==> src/rtl/pe2_bfly_param_pkg.sv <==
// pe2_bfly_param_pkg: shared defaults, phase enums and sizing helper for the radix-2 butterfly PE.
package pe2_bfly_param_pkg;
    localparam int DW_DEF      = 16;
    localparam int DEPTH_DEF   = 8;
    localparam int SCALE_W_DEF = 2;
    typedef enum logic {PH_UP = 1'b0, PH_DOWN = 1'b1} in_phase_e;
    typedef enum logic {PH_SUM = 1'b0, PH_DIFF = 1'b1} out_phase_e;
    function automatic int clog2(input int n);
        int r;
        r = 0;
        while ((1 << r) < n) r++;
        return r;
    endfunction
endpackage

==> src/rtl/pe2_bfly_param_if.sv <==
// pe2_bfly_param_if: input and output sample streams with valid/ready handshakes.
interface pe2_bfly_param_if
    import pe2_bfly_param_pkg::*;
#(
    parameter int DW = DW_DEF
);
    logic                 in_valid;
    logic                 in_ready;
    logic signed [DW-1:0] in_re;
    logic signed [DW-1:0] in_im;
    logic                 out_valid;
    logic                 out_ready;
    logic signed [DW-1:0] out_re;
    logic signed [DW-1:0] out_im;
    modport master (
        output in_valid, in_re, in_im, out_ready,
        input  in_ready, out_valid, out_re, out_im
    );
    modport slave (
        input  in_valid, in_re, in_im, out_ready,
        output in_ready, out_valid, out_re, out_im
    );
endinterface

==> src/rtl/pe2_bfly_param_pair_fifo.sv <==
// pe2_pair_fifo: synchronous FIFO of result pairs with the head visible combinationally.
module pe2_pair_fifo
    import pe2_bfly_param_pkg::*;
#(
    parameter type T     = logic,
    parameter int  DEPTH = DEPTH_DEF
) (
    input  logic                   clk,
    input  logic                   rst_n,
    input  logic                   push_i,
    input  logic                   pop_i,
    input  T                       data_i,
    output T                       head_o,
    output logic [clog2(DEPTH):0]  count_o,
    output logic                   full_o,
    output logic                   empty_o
);
    localparam int AW = clog2(DEPTH);
    T               mem_q [DEPTH];
    logic [AW-1:0]  wr_q, wr_d, rd_q, rd_d;
    logic [AW:0]    count_q, count_d;
    logic           do_pop;
    always_comb begin
        full_o  = count_q == (AW+1)'(DEPTH);
        empty_o = count_q == '0;
        do_pop  = pop_i && !empty_o;
        wr_d    = push_i ? wr_q + AW'(1) : wr_q;
        rd_d    = do_pop ? rd_q + AW'(1) : rd_q;
        count_d = count_q + (AW+1)'(push_i) - (AW+1)'(do_pop);
        head_o  = mem_q[rd_q];
        count_o = count_q;
    end
    always_ff @(posedge clk) begin
        if (!rst_n) begin
            wr_q    <= '0;
            rd_q    <= '0;
            count_q <= '0;
        end else begin
            wr_q    <= wr_d;
            rd_q    <= rd_d;
            count_q <= count_d;
        end
    end
    always_ff @(posedge clk) begin
        if (push_i) mem_q[wr_q] <= data_i;
    end
endmodule

==> src/rtl/pe2_bfly_param.sv <==
// pe2_bfly_param: radix-2 butterfly PE pairing samples, scaling results and streaming them sum-first.
// Define PE2_ROUND_EN to round half up before the scaling shift instead of flooring.
module pe2_bfly_param
    import pe2_bfly_param_pkg::*;
#(
    parameter int DW      = DW_DEF,
    parameter int DEPTH   = DEPTH_DEF,
    parameter int SCALE_W = SCALE_W_DEF
) (
    input  logic               clk,
    input  logic               rst_n,
    input  logic               select_i,
    input  logic [SCALE_W-1:0] scaling_i,
    output logic               ovf_o,
    pe2_bfly_param_if.slave    bus
);
    localparam int CW = clog2(DEPTH) + 1;
    typedef struct packed {
        logic signed [DW-1:0] re;
        logic signed [DW-1:0] im;
    } sample_t;
    typedef struct packed {
        sample_t sum;
        sample_t diff;
    } pair_t;
    typedef struct packed {
        logic signed [DW:0] re;
        logic signed [DW:0] im;
    } wide_t;

    in_phase_e          in_phase_q, in_phase_d;
    out_phase_e         out_phase_q, out_phase_d;
    sample_t            up_q, up_d;
    wide_t              sum_q, sum_d, diff_q, diff_d;
    logic               bfly_v_q, bfly_v_d;
    logic [SCALE_W-1:0] scl_q, scl_d;
    logic               ovf_q, ovf_d;
    pair_t              push_data, head;
    sample_t            head_w;
    logic [CW-1:0]      count;
    logic [3:0]         ov;
    logic               full, empty, push, pop, in_rdy, acc_in, acc_out;

    // Result is {overflow, value}; DW+2 bits keep the rounding add from wrapping.
    function automatic logic [DW:0] scale(input logic signed [DW:0] v, input logic [SCALE_W-1:0] s);
        logic signed [DW+1:0] x;
        x = {v[DW], v};
`ifdef PE2_ROUND_EN
        if (s != '0) x = x + ((DW+2)'(1) << (s - SCALE_W'(1)));
`endif
        x = x >>> s;
        return {!(x[DW+1:DW-1] == '0 || x[DW+1:DW-1] == '1), x[DW-1:0]};
    endfunction

    pe2_pair_fifo #(.T(pair_t), .DEPTH(DEPTH)) u_fifo (
        .clk     (clk),
        .rst_n   (rst_n),
        .push_i  (push),
        .pop_i   (pop),
        .data_i  (push_data),
        .head_o  (head),
        .count_o (count),
        .full_o  (full),
        .empty_o (empty)
    );

    always_comb begin
        {ov[0], push_data.sum.re}  = scale(sum_q.re, scl_q);
        {ov[1], push_data.sum.im}  = scale(sum_q.im, scl_q);
        {ov[2], push_data.diff.re} = scale(diff_q.re, scl_q);
        {ov[3], push_data.diff.im} = scale(diff_q.im, scl_q);
        push    = bfly_v_q && !full;
        in_rdy  = select_i ? (count + CW'(bfly_v_q)) < CW'(DEPTH) : bus.out_ready;
        acc_in  = bus.in_valid && in_rdy;
        head_w  = out_phase_q == PH_DIFF ? head.diff : head.sum;
        bus.in_ready  = in_rdy;
        bus.out_valid = select_i ? !empty : bus.in_valid;
        bus.out_re    = select_i ? (empty ? '0 : head_w.re) : bus.in_re;
        bus.out_im    = select_i ? (empty ? '0 : head_w.im) : bus.in_im;
        acc_out = bus.out_valid && bus.out_ready;
        pop     = select_i && acc_out && out_phase_q == PH_DIFF;
        in_phase_d  = !select_i ? PH_UP : acc_in ? (in_phase_q == PH_UP ? PH_DOWN : PH_UP) : in_phase_q;
        out_phase_d = !select_i ? PH_SUM : acc_out ? (out_phase_q == PH_SUM ? PH_DIFF : PH_SUM) : out_phase_q;
        up_d     = select_i && acc_in && in_phase_q == PH_UP ? sample_t'{bus.in_re, bus.in_im} : up_q;
        bfly_v_d = select_i && acc_in && in_phase_q == PH_DOWN;
        sum_d.re  = bfly_v_d ? {up_q.re[DW-1], up_q.re} + {bus.in_re[DW-1], bus.in_re} : sum_q.re;
        sum_d.im  = bfly_v_d ? {up_q.im[DW-1], up_q.im} + {bus.in_im[DW-1], bus.in_im} : sum_q.im;
        diff_d.re = bfly_v_d ? {up_q.re[DW-1], up_q.re} - {bus.in_re[DW-1], bus.in_re} : diff_q.re;
        diff_d.im = bfly_v_d ? {up_q.im[DW-1], up_q.im} - {bus.in_im[DW-1], bus.in_im} : diff_q.im;
        scl_d    = bfly_v_d ? scaling_i : scl_q;
        ovf_d    = ovf_q || (push && |ov);
        ovf_o    = ovf_q;
    end

    always_ff @(posedge clk) begin
        if (!rst_n) begin
            in_phase_q  <= PH_UP;
            out_phase_q <= PH_SUM;
            up_q        <= '0;
            sum_q       <= '0;
            diff_q      <= '0;
            bfly_v_q    <= 1'b0;
            scl_q       <= '0;
            ovf_q       <= 1'b0;
        end else begin
            in_phase_q  <= in_phase_d;
            out_phase_q <= out_phase_d;
            up_q        <= up_d;
            sum_q       <= sum_d;
            diff_q      <= diff_d;
            bfly_v_q    <= bfly_v_d;
            scl_q       <= scl_d;
            ovf_q       <= ovf_d;
        end
    end
endmodule

==> src/flat_wrapper.sv <==
// flat-port wrapper written by rule: the top's interface ports become plain ports
module pe2_bfly_param_flat import pe2_bfly_param_pkg::*;
#(
    parameter int DW      = DW_DEF,
    parameter int DEPTH   = DEPTH_DEF,
    parameter int SCALE_W = SCALE_W_DEF
)
  (clk, rst_n, select_i, scaling_i, ovf_o, bus_in_valid, bus_in_re, bus_in_im, bus_out_ready, bus_in_ready, bus_out_valid, bus_out_re, bus_out_im);
  pe2_bfly_param_if #(.DW(DW)) bus_i ();
  input  logic clk;
  input  logic rst_n;
  input  logic select_i;
  input  logic [SCALE_W-1:0] scaling_i;
  output logic ovf_o;
  input wire logic [$bits(bus_i.in_valid)-1:0] bus_in_valid;
  input wire logic [$bits(bus_i.in_re)-1:0] bus_in_re;
  input wire logic [$bits(bus_i.in_im)-1:0] bus_in_im;
  input wire logic [$bits(bus_i.out_ready)-1:0] bus_out_ready;
  output wire logic [$bits(bus_i.in_ready)-1:0] bus_in_ready;
  output wire logic [$bits(bus_i.out_valid)-1:0] bus_out_valid;
  output wire logic [$bits(bus_i.out_re)-1:0] bus_out_re;
  output wire logic [$bits(bus_i.out_im)-1:0] bus_out_im;
  assign bus_i.in_valid = bus_in_valid;
  assign bus_i.in_re = bus_in_re;
  assign bus_i.in_im = bus_in_im;
  assign bus_i.out_ready = bus_out_ready;
  assign bus_in_ready = bus_i.in_ready;
  assign bus_out_valid = bus_i.out_valid;
  assign bus_out_re = bus_i.out_re;
  assign bus_out_im = bus_i.out_im;
  pe2_bfly_param #(.DW(DW), .DEPTH(DEPTH), .SCALE_W(SCALE_W)) u_core (.clk(clk), .rst_n(rst_n), .select_i(select_i), .scaling_i(scaling_i), .ovf_o(ovf_o), .bus(bus_i));
endmodule
==> config.mk <==
export PLATFORM = sky130hd
export DESIGN_NAME = pe2_bfly_param_flat
export DESIGN_NICKNAME = d
export VERILOG_FILES = /design/src/rtl/pe2_bfly_param_pkg.sv /design/src/rtl/pe2_bfly_param_if.sv /design/src/rtl/pe2_bfly_param_pair_fifo.sv /design/src/rtl/pe2_bfly_param.sv /design/src/flat_wrapper.sv
export SDC_FILE = /design/constraint.sdc
export NUM_CORES = 1
export LEC_CHECK = 0
export BUFFER_PORTS_ARGS = -buffer_cell sky130_fd_sc_hd__buf_2
export CAP_MARGIN = 20
export CORE_ASPECT_RATIO = 2
export CORE_MARGIN = 5
export CORE_UTILIZATION = 56
export CTS_CLUSTER_DIAMETER = 150
export CTS_CLUSTER_SIZE = 10
export DETAILED_ROUTE_END_ITERATION = 7
export GPL_TIMING_DRIVEN = 0
export PLACE_DENSITY = 0.81
export SLEW_MARGIN = 10
export SYNTH_ARGS = -nofsm -noshare
export SYNTH_HDL_FRONTEND = slang
export SYNTH_SLANG_ARGS = --single-unit
export TNS_END_PERCENT = 5
==> constraint.sdc <==
create_clock -name clk -period 21.9 [get_ports clk]
set_clock_uncertainty 0.1 [all_clocks]
set_input_delay 3.285 -clock clk [delete_from_list [all_inputs] [get_ports clk]]
set_output_delay 3.285 -clock clk [all_outputs]
set_load 0.02 [all_outputs]
# Yosys cells after proc, flatten, opt, wreduce, memory -nomap -nowiden
# Memories as Yosys holds them, arrays and structs flattened. A register that Yosys moved wholly into a read port is not among the register bits.
# Cells that the tools add are included.
# W data, S select, Z words.
# word_totals
regBits,116
ramBits,512
memories,1
# op_classes
addsub,9
magnitude_cmp,1
n_eq_ne,5
n_shift,4
n_mux,13
bitwise,1
n_reduce_logical,28
# memory_table
name,depth,word_bits,read_ports,rd_clocked_by_memory_dff,wr,line,rtl
u_core.u_fifo.mem_q,8,64,1,1,1,pe2_bfly_param_pair_fifo.sv:19,T mem_q [DEPTH];
# op_table
operator,n
$sshr A17 B2 Y18,4
$mux W16,4
$add A16 B16 Y17,2
$sub A16 B16 Y17,2
$mux W32,1
$eq A3 B3 Y1 const B,4
$logic_not A3 Y1,4
$logic_and A1 B1 Y1,10
$add A4 B1 Y4,2
$add A3 B1 Y3 const B,2
$logic_not A1 Y1,6
$mux W1,6
$mux W3,2
$logic_or A1 B1 Y1,5
$eq A4 B4 Y1 const B,1
$logic_not A4 Y1,1
$lt A4 B4 Y1 const B,1
$reduce_or A4 Y1,1
$sub A4 B1 Y4,1
$reduce_and A2 Y1,1
$not A1 Y1,1

# Logic depth before layout (Yosys ltp)
# logic_depth
word_depth,9
ltp_mapped,13

# By module
# A second synthesis with hierarchy kept.
# hier_totals
hier_cells,1883
area_unflattened_um2,28887.7
# by_module_without_submodules
module,n_inst,cells_per_inst,area_each_um2,seq_area_each_um2
pe2_pair_fifo,1,812,19892.8,15635.0
pe2_bfly_param,1,1071,8994.9,2082.0

# Worst setup path before layout
# Ideal clock, no wire load.
# synth_timing
path_kind,register -> register
from,register u_core.u_fifo.count_q[2] (netlist: u_core.u_fifo.count_o[2])
to,memory u_core.u_fifo.mem_q[0][0] (netlist bit) (enable)
setup_ns,0.644
arrival_time_ns,6.836
required_ns,21.156
slack_ns,14.320
stages_incl_launch_ff,6
path_buffers,0
synth_period_minus_slack_ns,7.580
cell_sequence,dfxtp_1 > inv_1 > ha_1 > nand2_1 > nand2_1 > nor4_1
# synth_between
elab_chain_len,5
# synth_rtl
element,line,rtl
"start, declared",pe2_bfly_param_pair_fifo.sv:21,"logic [AW:0] count_q, count_d;"
"start signal, assigned",pe2_bfly_param_pair_fifo.sv:41,count_q <= count_d;
$eq A4 B4 Y1,pe2_bfly_param_pair_fifo.sv:24,full_o = count_q == (AW+1)'(DEPTH);
$logic_not A1 Y1,pe2_bfly_param.sv:72,push = bfly_v_q && !full;
$logic_and A1 B1 Y1,pe2_bfly_param.sv:72,
$mux W1,pe2_bfly_param_pair_fifo.sv:45,if (push_i) mem_q[wr_q] <= data_i;
$mux W1 (implied by the code),pe2_bfly_param_pair_fifo.sv:45,
"end, declared",pe2_bfly_param_pair_fifo.sv:19,
# Every way passes these cells.

# Worst setup path in the final report
# layout_timing
from,input port select_i
to,output port bus_out_re[14]
# layout_between
elab_chain_len,1
# layout_rtl
element,line,rtl
"start, declared",flat_wrapper.sv:12,input logic select_i;
$mux W16,pe2_bfly_param.sv:78,bus.out_re = select_i ? (empty ? '0 : head_w.re) : bus.in_re;
"end, declared",flat_wrapper.sv:21,output wire logic [$bits(bus_i.out_re)-1:0] bus_out_re;
# Every way passes these cells.

==> metrics.txt <==
# TYPE chip_impl_metric gauge
chip_impl_metric{name="internal-power",unit="uW"} 1945
chip_impl_metric{name="vias",unit=""} 18490
chip_impl_metric{name="drt-wirelength-per-cell",unit="um"} 30.89
chip_impl_metric{name="flop_and_latch_count_out_of_synthesis",unit=""} 629
chip_impl_metric{name="worst_slew_pin_slew",unit="ns"} 1.252
chip_impl_info{name="clock_tree.root_cell",value="sky130_fd_sc_hd__clkbuf_16"} 1
chip_impl_metric{name="fillCellCount",unit=""} 3355
chip_impl_metric{name="syn2layout_area_growth",unit="%"} 14.05
chip_impl_metric{name="num_rows",unit=""} 116
chip_impl_info{name="tritoncts_clock_tree",value="yes"} 1
chip_impl_metric{name="floorplan.initialDensity",unit="%"} 56.42
chip_impl_info{name="crit_end_element",value="primary output"} 1
chip_impl_metric{name="setup_slack",unit="ns"} 13.45
chip_impl_metric{name="ant_nets",unit=""} 0
chip_impl_metric{name="setup_viol",unit=""} 0
chip_impl_metric{name="die-height",unit="um"} 327.6
chip_impl_metric{name="design.core.area",unit="mm^2"} 0.05007
chip_impl_metric{name="drt-vias-per-instance",unit=""} 6.842
chip_impl_metric{name="final_cycle_utilization_of_the_critical_path",unit="%"} 38.57
chip_impl_metric{name="total_switching_power",unit="uW"} 564.1
chip_impl_metric{name="gp_congestion",unit=""} 0.9286
chip_impl_metric{name="crit_buf_inv",unit=""} 4
chip_impl_metric{name="clock_pin_slew_on_the_worst_setup_and_hold_paths",unit="ns"} 0.06
chip_impl_metric{name="synth-xor-area-share",unit="%"} 1.426
chip_impl_metric{name="power_frac_comb",unit="%"} 5.2
chip_impl_info{name="yosys_most_used_dff",value="sky130_fd_sc_hd__edfxtp_1"} 1
chip_impl_metric{name="htree_levels",unit=""} 3
chip_impl_metric{name="slew_violations",unit=""} 0
chip_impl_info{name="crit_path_cell_trace",value="buf_2 -> and2_1 -> clkbuf_1 -> clkbuf_1 -> nand2_1 -> o21ai_0 -> buf_2"} 1
chip_impl_metric{name="power",unit="uW"} 2510
chip_impl_metric{name="io_pins",unit=""} 74
chip_impl_metric{name="cts_repair_resize_count",unit=""} 0
chip_impl_metric{name="placed_instance_count",unit=""} 2585
chip_impl_metric{name="synth.yosys.seq_area_share",unit="%"} 62.72
chip_impl_metric{name="synthArstFlopShare",unit="%"} 0
chip_impl_metric{name="numCtsBuffers",unit=""} 72
chip_impl_metric{name="placement.io_buffers",unit=""} 72
chip_impl_metric{name="drtIter0Drc",unit=""} 2236
chip_impl_metric{name="cts.sinks",unit=""} 629
chip_impl_metric{name="finalSetupTns",unit="ns"} 0
chip_impl_metric{name="grt_util_all_layers",unit="%"} 30.36
chip_impl_info{name="rsz0062_at_grt",value="false"} 1
chip_impl_metric{name="synth_compound_area_share",unit="%"} 6.187
chip_impl_metric{name="post_detailed_placement_half_perimeter_wirelength",unit="mm"} 57.17
chip_impl_metric{name="postSynthCellCount",unit=""} 1808
chip_impl_metric{name="synth_area_per_cell",unit="um^2"} 15.62
chip_impl_metric{name="synth_adder_area_share",unit="%"} 3.543
chip_impl_metric{name="post-cts-setup-buffer-count",unit=""} 0
chip_impl_metric{name="synth.yosys.warnings",unit=""} 0
chip_impl_info{name="cp-start-kind",value="input pin"} 1
chip_impl_info{name="timing.setup.critical_path_class",value="input pin to primary output"} 1
chip_impl_metric{name="cap_violations",unit=""} 0
chip_impl_metric{name="finish.net_count",unit=""} 2132
chip_impl_metric{name="wl",unit="mm"} 83.47
chip_impl_metric{name="netlist_area",unit="mm^2"} 0.02825
chip_impl_info{name="outcome",value="finished clean"} 1
chip_impl_metric{name="layout-drive-gt1-share",unit="%"} 23.01
chip_impl_metric{name="clkLatencyLatePin",unit="ns"} 0.62
chip_impl_metric{name="fp.dieArea",unit="mm^2"} 0.05531
chip_impl_metric{name="remaining_drc_errors",unit=""} 0
chip_impl_metric{name="required",unit="ns"} 18.51
chip_impl_metric{name="post_cts_hold_buffer_count",unit=""} 0
chip_impl_metric{name="slowest_delay",unit="ns"} 0.49
chip_impl_metric{name="grt_first_pass_wirelength",unit="mm"} 122.7
chip_impl_metric{name="detailedPlace.worstSlack",unit="ns"} 13.45
chip_impl_metric{name="pwr-share-clk",unit="%"} 43.1
chip_impl_metric{name="fin_crit",unit="ns"} 8.447
chip_impl_metric{name="worst_slew_margin_relative_to_its_limit",unit="%"} 16.54
chip_impl_metric{name="pin_count_of_the_biggest_net_entering_global_routing",unit=""} 23
chip_impl_metric{name="die-width",unit="um"} 168.8
chip_impl_metric{name="sequential_cell_area",unit="mm^2"} 0.01772
chip_impl_metric{name="globalRoute.totalOverflow",unit=""} 0
chip_impl_metric{name="power_density",unit="mW/mm^2"} 77.89
chip_impl_metric{name="power.ir.vdd_worst",unit="uV"} 66.36
chip_impl_metric{name="detailedRoute.firstPassIterationCount",unit=""} 7
chip_impl_metric{name="post_synth_num_cell_types",unit=""} 67
chip_impl_metric{name="ctsLongestPathBuffers",unit=""} 3
chip_impl_metric{name="post_synth_mux_area_share",unit="%"} 17.95
chip_impl_metric{name="cellLeakagePower",unit="uW"} 0.01086
chip_impl_metric{name="mappedNetlistNets",unit=""} 1924
chip_impl_metric{name="grt_antenna_before_repair",unit=""} 1
chip_impl_metric{name="power.switching_fraction",unit="%"} 22.48
chip_impl_metric{name="power_frac_seq",unit="%"} 51.7
chip_impl_metric{name="vias_in_the_first_global_route",unit=""} 18980
chip_impl_metric{name="synth_edf_count",unit=""} 512
chip_impl_info{name="dominant_combinational_cell_family_by_area_after_synthesis",value="multiplexers"} 1
chip_impl_metric{name="finalHoldViolCount",unit=""} 0
chip_impl_info{name="worst_path_dominant_cell_family",value="buffers and inverters"} 1
chip_impl_metric{name="crit_path_max_fanout",unit=""} 10
chip_impl_metric{name="synth-simple-area-share",unit="%"} 5.762
chip_impl_info{name="timing.critical_path.slowest_stage_cell",value="sky130_fd_sc_hd__clkbuf_1"} 1
chip_impl_metric{name="cp_data_arrival_time",unit="ns"} 5.06
chip_impl_metric{name="layout.cells.non_filler",unit=""} 2702
chip_impl_info{name="min_path_type",value="flop to flop"} 1
chip_impl_metric{name="max_freq",unit="MHz"} 118.4
chip_impl_metric{name="multi_input_gate_area_in_the_final_layout",unit="mm^2"} 0.009898
[per-layer routing]
metal	global-route usage, %	vias to the layer above	part of all wire (%)
li1	-	7470	-
met5	0	-	0
met1	34.81	9145	32
met2	51.86	1475	51
met4	19.07	0	8.1
met3	6.105	398	9.2
[cell usage after synthesis, types with 4 or more instances]
library cell	count	share of area, %
sky130_fd_sc_hd__a21oi_1	99	1.8
sky130_fd_sc_hd__edfxtp_1	512	54
sky130_fd_sc_hd__clkbuf_1	79	1.0
sky130_fd_sc_hd__ha_1	72	3.2
sky130_fd_sc_hd__nand2_1	148	2.0
sky130_fd_sc_hd__a31oi_1	9	0.20
sky130_fd_sc_hd__buf_1	23	0.31
sky130_fd_sc_hd__fa_1	5	0.35
sky130_fd_sc_hd__o21bai_1	8	0.21
sky130_fd_sc_hd__nand3_1	27	0.48
sky130_fd_sc_hd__mux2_2	12	0.48
sky130_fd_sc_hd__xor2_1	11	0.34
sky130_fd_sc_hd__mux2i_1	7	0.25
sky130_fd_sc_hd__o31ai_1	9	0.24
sky130_fd_sc_hd__nor3_1	28	0.50
sky130_fd_sc_hd__nand4b_1	4	0.12
sky130_fd_sc_hd__mux4_2	216	17
sky130_fd_sc_hd__a211o_1	4	0.12
sky130_fd_sc_hd__o21a_1	5	0.13
sky130_fd_sc_hd__o211ai_1	4	0.11
sky130_fd_sc_hd__nand2b_1	11	0.24
sky130_fd_sc_hd__o31a_1	4	0.12
sky130_fd_sc_hd__o21ai_0	66	1.2
sky130_fd_sc_hd__inv_1	65	0.86
sky130_fd_sc_hd__and3_1	7	0.16
sky130_fd_sc_hd__nand4_1	6	0.13
sky130_fd_sc_hd__a21o_1	14	0.37
sky130_fd_sc_hd__xnor2_1	35	1.1
sky130_fd_sc_hd__nor2_1	97	1.3
sky130_fd_sc_hd__or3_1	6	0.13
sky130_fd_sc_hd__dfxtp_1	117	8.3
sky130_fd_sc_hd__buf_2	9	0.16
sky130_fd_sc_hd__nor2b_1	13	0.29
sky130_fd_sc_hd__and2_1	4	0.089
sky130_fd_sc_hd__a211oi_1	22	0.58
[registers in the layout, indices dropped and copies added, names as in the netlist, named ones only]
register	cells
u_core.u_fifo.mem_q	512
u_core.diff_q	33
u_core.sum_q	33
u_core.up_q	32
u_core.u_fifo.count_o	4
u_core.u_fifo.rd_q	3
u_core.u_fifo.wr_q	3
u_core.scl_q	2
u_core.bfly_v_q	1
u_core.in_phase_q	1
u_core.out_phase_q	1
u_core.ovf_o	1
[logic make-up after synthesis]
| group | count (synthesis) |
|---|---|
| flops | 629 |
| buf+inv | 177 |
| xor+xnor | 46 |
| simple gates | 364 |
| fa+ha+maj | 77 |
| mux | 235 |
| compound gates | 280 |
[tightest hold or removal path, delay by kind of cell (launching register included)]
family          cells  cell delay [ns]
flops               1             0.32
simple gates        1             0.06
compound gates      1             0.05
[power groups by stage]
stage | clock (uW) | sequential (uW) | combinational, uW
after floorplan | 0 | 1320 | 82.4
after global placement | 0 | 1320 | 122
after detailed placement | 0 | 1320 | 125
after CTS | 1090 | 1300 | 126
after global routing | 1140 | 1300 | 139
final | 1080 | 1300 | 130
[layout by cell type (no fill, tap or decap), types with 5 or more instances in the layout]
cell type	instances
sky130_fd_sc_hd__nand2b_1	11
sky130_fd_sc_hd__or3_1	6
sky130_fd_sc_hd__a21o_1	14
sky130_fd_sc_hd__buf_16	7
sky130_fd_sc_hd__buf_8	6
sky130_fd_sc_hd__nor2b_1	13
sky130_fd_sc_hd__a211oi_1	22
sky130_fd_sc_hd__mux2i_1	7
sky130_fd_sc_hd__clkbuf_1	109
sky130_fd_sc_hd__nand3_1	27
sky130_fd_sc_hd__o21ai_0	66
sky130_fd_sc_hd__mux2_2	12
sky130_fd_sc_hd__buf_6	15
sky130_fd_sc_hd__nand4_1	6
sky130_fd_sc_hd__ha_1	72
sky130_fd_sc_hd__o21a_1	5
sky130_fd_sc_hd__nor3_1	24
sky130_fd_sc_hd__a21oi_1	99
sky130_fd_sc_hd__nor2_1	94
sky130_fd_sc_hd__xnor2_1	35
sky130_fd_sc_hd__buf_1	20
sky130_fd_sc_hd__nand2_1	148
sky130_fd_sc_hd__clkbuf_16	73
sky130_fd_sc_hd__dfxtp_1	117
sky130_fd_sc_hd__fa_1	5
sky130_fd_sc_hd__inv_1	65
sky130_fd_sc_hd__o31ai_1	9
sky130_fd_sc_hd__buf_2	84
sky130_fd_sc_hd__o21bai_1	8
sky130_fd_sc_hd__a31oi_1	9
sky130_fd_sc_hd__buf_4	30
sky130_fd_sc_hd__edfxtp_1	512
sky130_fd_sc_hd__mux4_2	216
sky130_fd_sc_hd__xor2_1	11
sky130_fd_sc_hd__and3_1	7
[path summary, 6_finish.rpt]
check | start | to | slack, ns | depth (start not counted)
max | select_i | bus_out_re[14] | 13.45 | 7
max reg2reg | u_core.u_fifo.count_o[1]$_SDFF_PN0_ | u_core.sum_q[0]$_SDFFE_PN0P_ | 18.48 | 9
min reg2reg | u_core.up_q[9]$_SDFFE_PN0P_ | u_core.up_q[9]$_SDFFE_PN0P_ | 0.38 | 2
min | u_core.up_q[9]$_SDFFE_PN0P_ | u_core.up_q[9]$_SDFFE_PN0P_ | 0.38 | 2
[final cells by class]
type / instances / area share (%)
buffer: 112 / 1.375
multi-input combinational: 1002 / 30.72
clock inverter: 6 / 0.2447
antenna: 2 / 0.01553
sequential: 629 / 54.99
tap: 649 / 2.520
timing repair buffer: 134 / 3.355
inverter: 65 / 0.7573
clock buffer: 103 / 6.019
[through the flow]
stage / hold WS (ns) / utilization (%) / instance area (um^2)
2_1_floorplan: 0.3432 / - / 28250
3_3_place_gp: 0.3636 / 58.76 / 29420
3_5_place_dp: 0.3709 / 60.12 / 30110
4_1_cts: 0.3791 / 64.15 / 32120
5_1_grt: 0.3952 / 64.33 / 32210
6_report: 0.3777 / 64.34 / 32220
Power figures use the tool's default switching activity.
